==> src/rtl/register_file_if.sv <==
// Register file access bundle: one write port, two read ports.
// Master drives indices and write data; slave returns read data.
interface register_file_if #(
    parameter int DATA_WIDTH = 32,
    parameter int ADDR_WIDTH = 5
);
    logic                  regWrite;
    logic [ADDR_WIDTH-1:0] writeReg;
    logic [DATA_WIDTH-1:0] writeData;
    logic [ADDR_WIDTH-1:0] readReg1;
    logic [DATA_WIDTH-1:0] readData1;
    logic [ADDR_WIDTH-1:0] readReg2;
    logic [DATA_WIDTH-1:0] readData2;

    modport master (
        output regWrite,
        output writeReg,
        output writeData,
        output readReg1,
        output readReg2,
        input  readData1,
        input  readData2
    );

    modport slave (
        input  regWrite,
        input  writeReg,
        input  writeData,
        input  readReg1,
        input  readReg2,
        output readData1,
        output readData2
    );
endinterface

==> src/rtl/register_file.sv <==
// MIPS general-purpose register file, 2 async read ports, 1 write port.
// Writes land on the falling edge so write-back data is readable the same cycle.
module register_file #(
    parameter int DATA_WIDTH = 32,
    parameter int ADDR_WIDTH = 5
) (
    input  logic            clk,
    input  logic            rst,
    register_file_if.slave  bus
);
    localparam int DEPTH = 2 ** ADDR_WIDTH;

    logic [DATA_WIDTH-1:0] regs_q [DEPTH];
    logic [DATA_WIDTH-1:0] regs_d [DEPTH];

    // Next state: update the addressed register; index 0 is never written
    always_comb begin
        regs_d = regs_q;
        if (bus.regWrite && (bus.writeReg != '0)) begin
            regs_d[bus.writeReg] = bus.writeData;
        end
    end

    // Storage captures on the falling edge; reset clears everything at once
    always_ff @(negedge clk or posedge rst) begin
        if (rst) begin
            for (int i = 0; i < DEPTH; i++) begin
                regs_q[i] <= '0;
            end
        end else begin
            regs_q <= regs_d;
        end
    end

    // Combinational reads with register 0 forced to zero, no bypass
    always_comb begin
        bus.readData1 = '0;
        bus.readData2 = '0;
        if (bus.readReg1 != '0) begin
            bus.readData1 = regs_q[bus.readReg1];
        end
        if (bus.readReg2 != '0) begin
            bus.readData2 = regs_q[bus.readReg2];
        end
    end
endmodule

==> src/flat_wrapper.sv <==
// flat-port wrapper written by rule: the top's interface ports become plain ports
module register_file_flat 
#(
    parameter int DATA_WIDTH = 32,
    parameter int ADDR_WIDTH = 5
)
  (clk, rst, bus_regWrite, bus_writeReg, bus_writeData, bus_readReg1, bus_readReg2, bus_readData1, bus_readData2);
  register_file_if #(.DATA_WIDTH(DATA_WIDTH), .ADDR_WIDTH(ADDR_WIDTH)) bus_i ();
  input  logic clk;
  input  logic rst;
  input wire logic [$bits(bus_i.regWrite)-1:0] bus_regWrite;
  input wire logic [$bits(bus_i.writeReg)-1:0] bus_writeReg;
  input wire logic [$bits(bus_i.writeData)-1:0] bus_writeData;
  input wire logic [$bits(bus_i.readReg1)-1:0] bus_readReg1;
  input wire logic [$bits(bus_i.readReg2)-1:0] bus_readReg2;
  output wire logic [$bits(bus_i.readData1)-1:0] bus_readData1;
  output wire logic [$bits(bus_i.readData2)-1:0] bus_readData2;
  assign bus_i.regWrite = bus_regWrite;
  assign bus_i.writeReg = bus_writeReg;
  assign bus_i.writeData = bus_writeData;
  assign bus_i.readReg1 = bus_readReg1;
  assign bus_i.readReg2 = bus_readReg2;
  assign bus_readData1 = bus_i.readData1;
  assign bus_readData2 = bus_i.readData2;
  register_file #(.DATA_WIDTH(DATA_WIDTH), .ADDR_WIDTH(ADDR_WIDTH)) u_core (.clk(clk), .rst(rst), .bus(bus_i));
endmodule
==> config.mk <==
export PLATFORM = sky130hd
export DESIGN_NAME = register_file_flat
export DESIGN_NICKNAME = d
export VERILOG_FILES = /design/src/rtl/register_file_if.sv /design/src/rtl/register_file.sv /design/src/flat_wrapper.sv
export SDC_FILE = /design/constraint.sdc
export NUM_CORES = 2
export LEC_CHECK = 0
export BUFFER_PORTS_ARGS = -buffer_cell sky130_fd_sc_hd__buf_2
export CAP_MARGIN = 5
export CORE_ASPECT_RATIO = 1.1
export CORE_UTILIZATION = 50
export DETAILED_ROUTE_END_ITERATION = 7
export PLACE_DENSITY = 0.66
export REMOVE_ABC_BUFFERS = 1
export SYNTH_ARGS = -nofsm -noshare
export SYNTH_HDL_FRONTEND = slang
export SYNTH_SLANG_ARGS = --single-unit
==> constraint.sdc <==
create_clock -name clk -period 67.1 [get_ports clk]
set_input_delay 13.42 -clock clk [delete_from_list [all_inputs] [get_ports clk]]
set_output_delay 13.42 -clock clk [all_outputs]
set_load 0.005 [all_outputs]
# [Word-level counts from Yosys, hierarchy flattened]
# Cells that the tools add are included.
# Widths: inputs -> output; s select.
[op_classes] magnitude_cmp=4 reduce_logical=5 bitwise=3 n_mux=11
[ops] cell="$bwmux 1024" count=1
[ops] cell="$bmux 32 s5" count=2
[ops] cell="$mux 32" count=7
[ops] cell="$demux 32 s5" count=1
[ops] cell="$ge 6x6->1 const B" count=3
[ops] cell="$not 5->6" count=3
[ops] cell="$reduce_bool 5->1" count=3
[ops] cell="$lt 6x1->1 const B" count=1
[ops] cell="$logic_and 1x1->1" count=2
[word_totals] wordCells=55 input_bits=50 out_inout_bits=64 regBits=1024

# [Depth between registers and ports, before layout]
[depth] ltp_word=6 ltp_mapped=7 ltp_nobuf=4

==> impl_metrics.env <==
export IMPL_synth_edff_count=0
export IMPL_gp_congestion=0.796
export IMPL_ys_async_sr_fraction_pct=100
export IMPL_worst_r2r_cell_count=1
export IMPL_finalPower_mw=1.81
export IMPL_worstSetupPathType="input pin to async pin"
export IMPL_reg2reg_slack_ns=66.27
export IMPL_synth_cell_types=42
export IMPL_grt_overflow=0
export IMPL_cts_tree="yes"
export IMPL_crit_arrival_ns=17.52
export IMPL_min_from="u_core.regs_q[1011]"
export IMPL_cts_resized=0
export IMPL_syn_area_um2=55000
export IMPL_setup_tns_ns=0
export IMPL_drc_errors=0
export IMPL_grt_use_total_pct=29.3
export IMPL_clk_latency_ns=0.64
export IMPL_intPower_mw=1.34
export IMPL_ys_warn_count=0
export IMPL_rows=127
export IMPL_grt_pass1_wl_um=240000
export IMPL_reg2reg_to="u_core.regs_q[127]"
export IMPL_p_comb_share_pct=19.1
export IMPL_regMostFlops="u_core.regs_q"
export IMPL_num_io_pins=114
export IMPL_synth_area_leaders="dfrtn_1 47%, mux2_2 21%, mux4_2 18%, mux2i_1 2.3%, buf_6 1.4%"
export IMPL_dieArea_um2=111000
export IMPL_via_per_inst=6.81
export IMPL_whs_endpoint="u_core.regs_q[1011]"
export IMPL_die_w_um=318
export IMPL_cts_htree_levels=3
export IMPL_tightest_slew_ns=1.30
export IMPL_placed_cell_area_um2=55700
export IMPL_drive_above_1_share_pct=52.1
export IMPL_root_buffer="clkbuf_16"
export IMPL_hold_depth=0
export IMPL_skew_ns=0
export IMPL_dr_total_vias=34000
export IMPL_final_nets=3539
export IMPL_crit_required_ns=34.26
export IMPL_synth_yosys_seq_area_share_pct=46.6
export IMPL_grt_setup_unrepaired="no"
export IMPL_status="finished, final reports clean"
export IMPL_stdcell_area_um2=59400
export IMPL_setup_viol=0
export IMPL_seq_power_share_pct=45.8
export IMPL_p_leak_nw=25.5
export IMPL_p_per_area_nw_per_um2=30.5
export IMPL_wire_per_inst_um=32.3
export IMPL_start_util_pct=50.4
export IMPL_post_cts_buffers=0
export IMPL_hold_path_class="flop to flop"
export IMPL_startpoint_type="input pin"
export IMPL_cts_hold_buf=0
export IMPL_synth_top_area_share_pct=46.6
export IMPL_pwr_share_clk_pct=35.1
export IMPL_syn_to_final_growth_pct=8.13
export IMPL_cts_made_buffers=108
export IMPL_r2r_start="u_core.regs_q[127]"
export IMPL_synthCells=3614
export IMPL_drtPass1Iterations=5
export IMPL_largest_reg_flops=1024
export IMPL_max_slew_margin_pct=13.2
export IMPL_core_area_um2=109000
export IMPL_end_kind="async pin"
export IMPL_synth_main_ff_cell="dfrtn_1"
export IMPL_cts_buffer_depth=3
export IMPL_syn_area_per_cell_um2=15.2
export IMPL_grt_pass1_vias=35200
export IMPL_max_cap_viol_count=0
export IMPL_hpwl_um=88200
export IMPL_synth_largest_area_cell="dfrtn_1"
export IMPL_p_sw_uw=473
export IMPL_seqCellArea_um2=25600
export IMPL_clk_pin_slew_ns=0.05
export IMPL_fillers=8907
export IMPL_grt_max_degree=169
export IMPL_dr_first_iter_drc_count=2760
export IMPL_grt_antenna_before_repair=3
export IMPL_port_buffers=113
export IMPL_ant_nets=0
export IMPL_totalWireLength_um=161000
export IMPL_multiInputGateArea_um2=27000
export IMPL_die_h_um=350
export IMPL_maxSlewViolCount=0
export IMPL_sw_frac_of_total_pct=26.1
export IMPL_timing_hold_violations_final=0
export IMPL_peakVddDrop_mv=0.0207
export IMPL_cts_sinks=1024
export IMPL_largestRegisters="u_core.regs_q (1024)"
export IMPL_synth_seq_cells=1024
export IMPL_crit_fanout=121
power by group through the flow:
stage	sequential (mW)	clock (mW)	combinational, mW
floorplan	0.812	0	0.259
global placement	0.830	0	0.338
detailed placement	0.837	0	0.346
CTS	0.827	0.645	0.347
global route	0.847	0.668	0.371
finish	0.831	0.636	0.346
placed cells by master, fill, tap and decap left out, types with 7 or more instances in the layout:
cell,synthesis,layout
clkbuf_16,0,110
nor2b_1,66,64
o21ai_0,16,16
mux2_1,51,51
bufinv_16,0,14
nor2_4,0,18
buf_2,116,107
a311oi_1,64,64
mux4_2,447,447
clkbuf_1,174,26
nand2_4,0,7
buf_4,59,73
mux2i_1,128,128
mux2_2,1005,1005
a221oi_1,46,46
a211oi_1,64,64
a22oi_1,64,64
o21ai_1,95,95
clkinv_2,0,11
nand2_2,0,8
dfrtn_1,1024,1024
o2111ai_1,17,17
clkbuf_8,1,26
nand2_1,50,35
logic make-up after synthesis:
family                 after synthesis  synth area share, %
DFF                               1024                 46.6
muxes                             1632                 42.3
AOI/OAI and AO/OA                  367                 4.81
and+or+nand+nor                    164                 1.63
buffers and inverters              427                 4.59
worst max-delay path by stage:
| stage | cells after the start | to | start | slack [ns] |
|---|---|---|---|---|
| floorplan | 1 | u_core.regs_q[0] | rst | -7.96 |
| global placement | 6 | u_core.regs_q[1008] | rst | 15.93 |
| detailed placement | 6 | u_core.regs_q[912] | rst | 15.89 |
| CTS | 6 | u_core.regs_q[816] | rst | 16.58 |
| global route | 6 | u_core.regs_q[75] | rst | 16.07 |
| finish | 6 | u_core.regs_q[816] | rst | 16.74 |
metrics by stage:
stage | hold WS [ns] | instances | setup slack, ns | utilization [%]
floorplan | 0.325 | 3190 | -7.96 | -
global placement | 0.336 | 4798 | 15.93 | 51.1
detailed placement | 0.341 | 4798 | 15.89 | 51.1
CTS | 0.342 | 4992 | 16.58 | 54.5
global route | 0.351 | 4992 | 16.07 | 54.5
finish | 0.341 | 4994 | 16.74 | 54.5
Yosys cell counts (2+ instances only):
| library cell | number |
|---|---|
| a211oi_1 | 64 |
| a221oi_1 | 46 |
| a22oi_1 | 64 |
| a311oi_1 | 64 |
| and2_1 | 2 |
| and2b_4 | 2 |
| buf_1 | 2 |
| buf_2 | 116 |
| buf_4 | 59 |
| buf_6 | 68 |
| clkbuf_1 | 174 |
| clkbuf_2 | 2 |
| dfrtn_1 | 1024 |
| inv_2 | 2 |
| mux2_1 | 51 |
| mux2_2 | 1005 |
| mux2i_1 | 128 |
| mux4_2 | 447 |
| nand2_1 | 50 |
| nand2b_1 | 2 |
| nand3_1 | 2 |
| nand3b_1 | 4 |
| nor2_1 | 13 |
| nor2_2 | 10 |
| nor2b_1 | 66 |
| nor3b_1 | 4 |
| o2111ai_1 | 17 |
| o21ai_0 | 16 |
| o21ai_1 | 95 |
| or2_1 | 2 |
| or4_4 | 2 |
critical path, cell delays in order:
cell   delay, ns
buf_2       0.13
inv_8       0.58
buf_4       0.77
buf_4       0.73
buf_4       0.78
buf_4       0.91
layout make-up:
class | count | area share (%)
multi-input combinational | 2163 | 45.5
sequential | 1024 | 43.1
clock buffer | 162 | 5.40
tap | 1419 | 2.99
timing repair buffer | 189 | 2.06
clock inverter | 32 | 0.914
inverter | 3 | 0.0400
antenna | 2 | 0.00842
routing by layer:
| metal | wire length (µm) | global-route usage, % | share of wire (%) |
|---|---|---|---|
| met5 | 0 | 0 | 0 |
| met3 | 11800 | 5.60 | 7.3 |
| met2 | 76700 | 46.7 | 48 |
| met4 | 4780 | 9.42 | 3.0 |
| met1 | 68000 | 40.8 | 42 |
(Power assumes the default switching activity.)
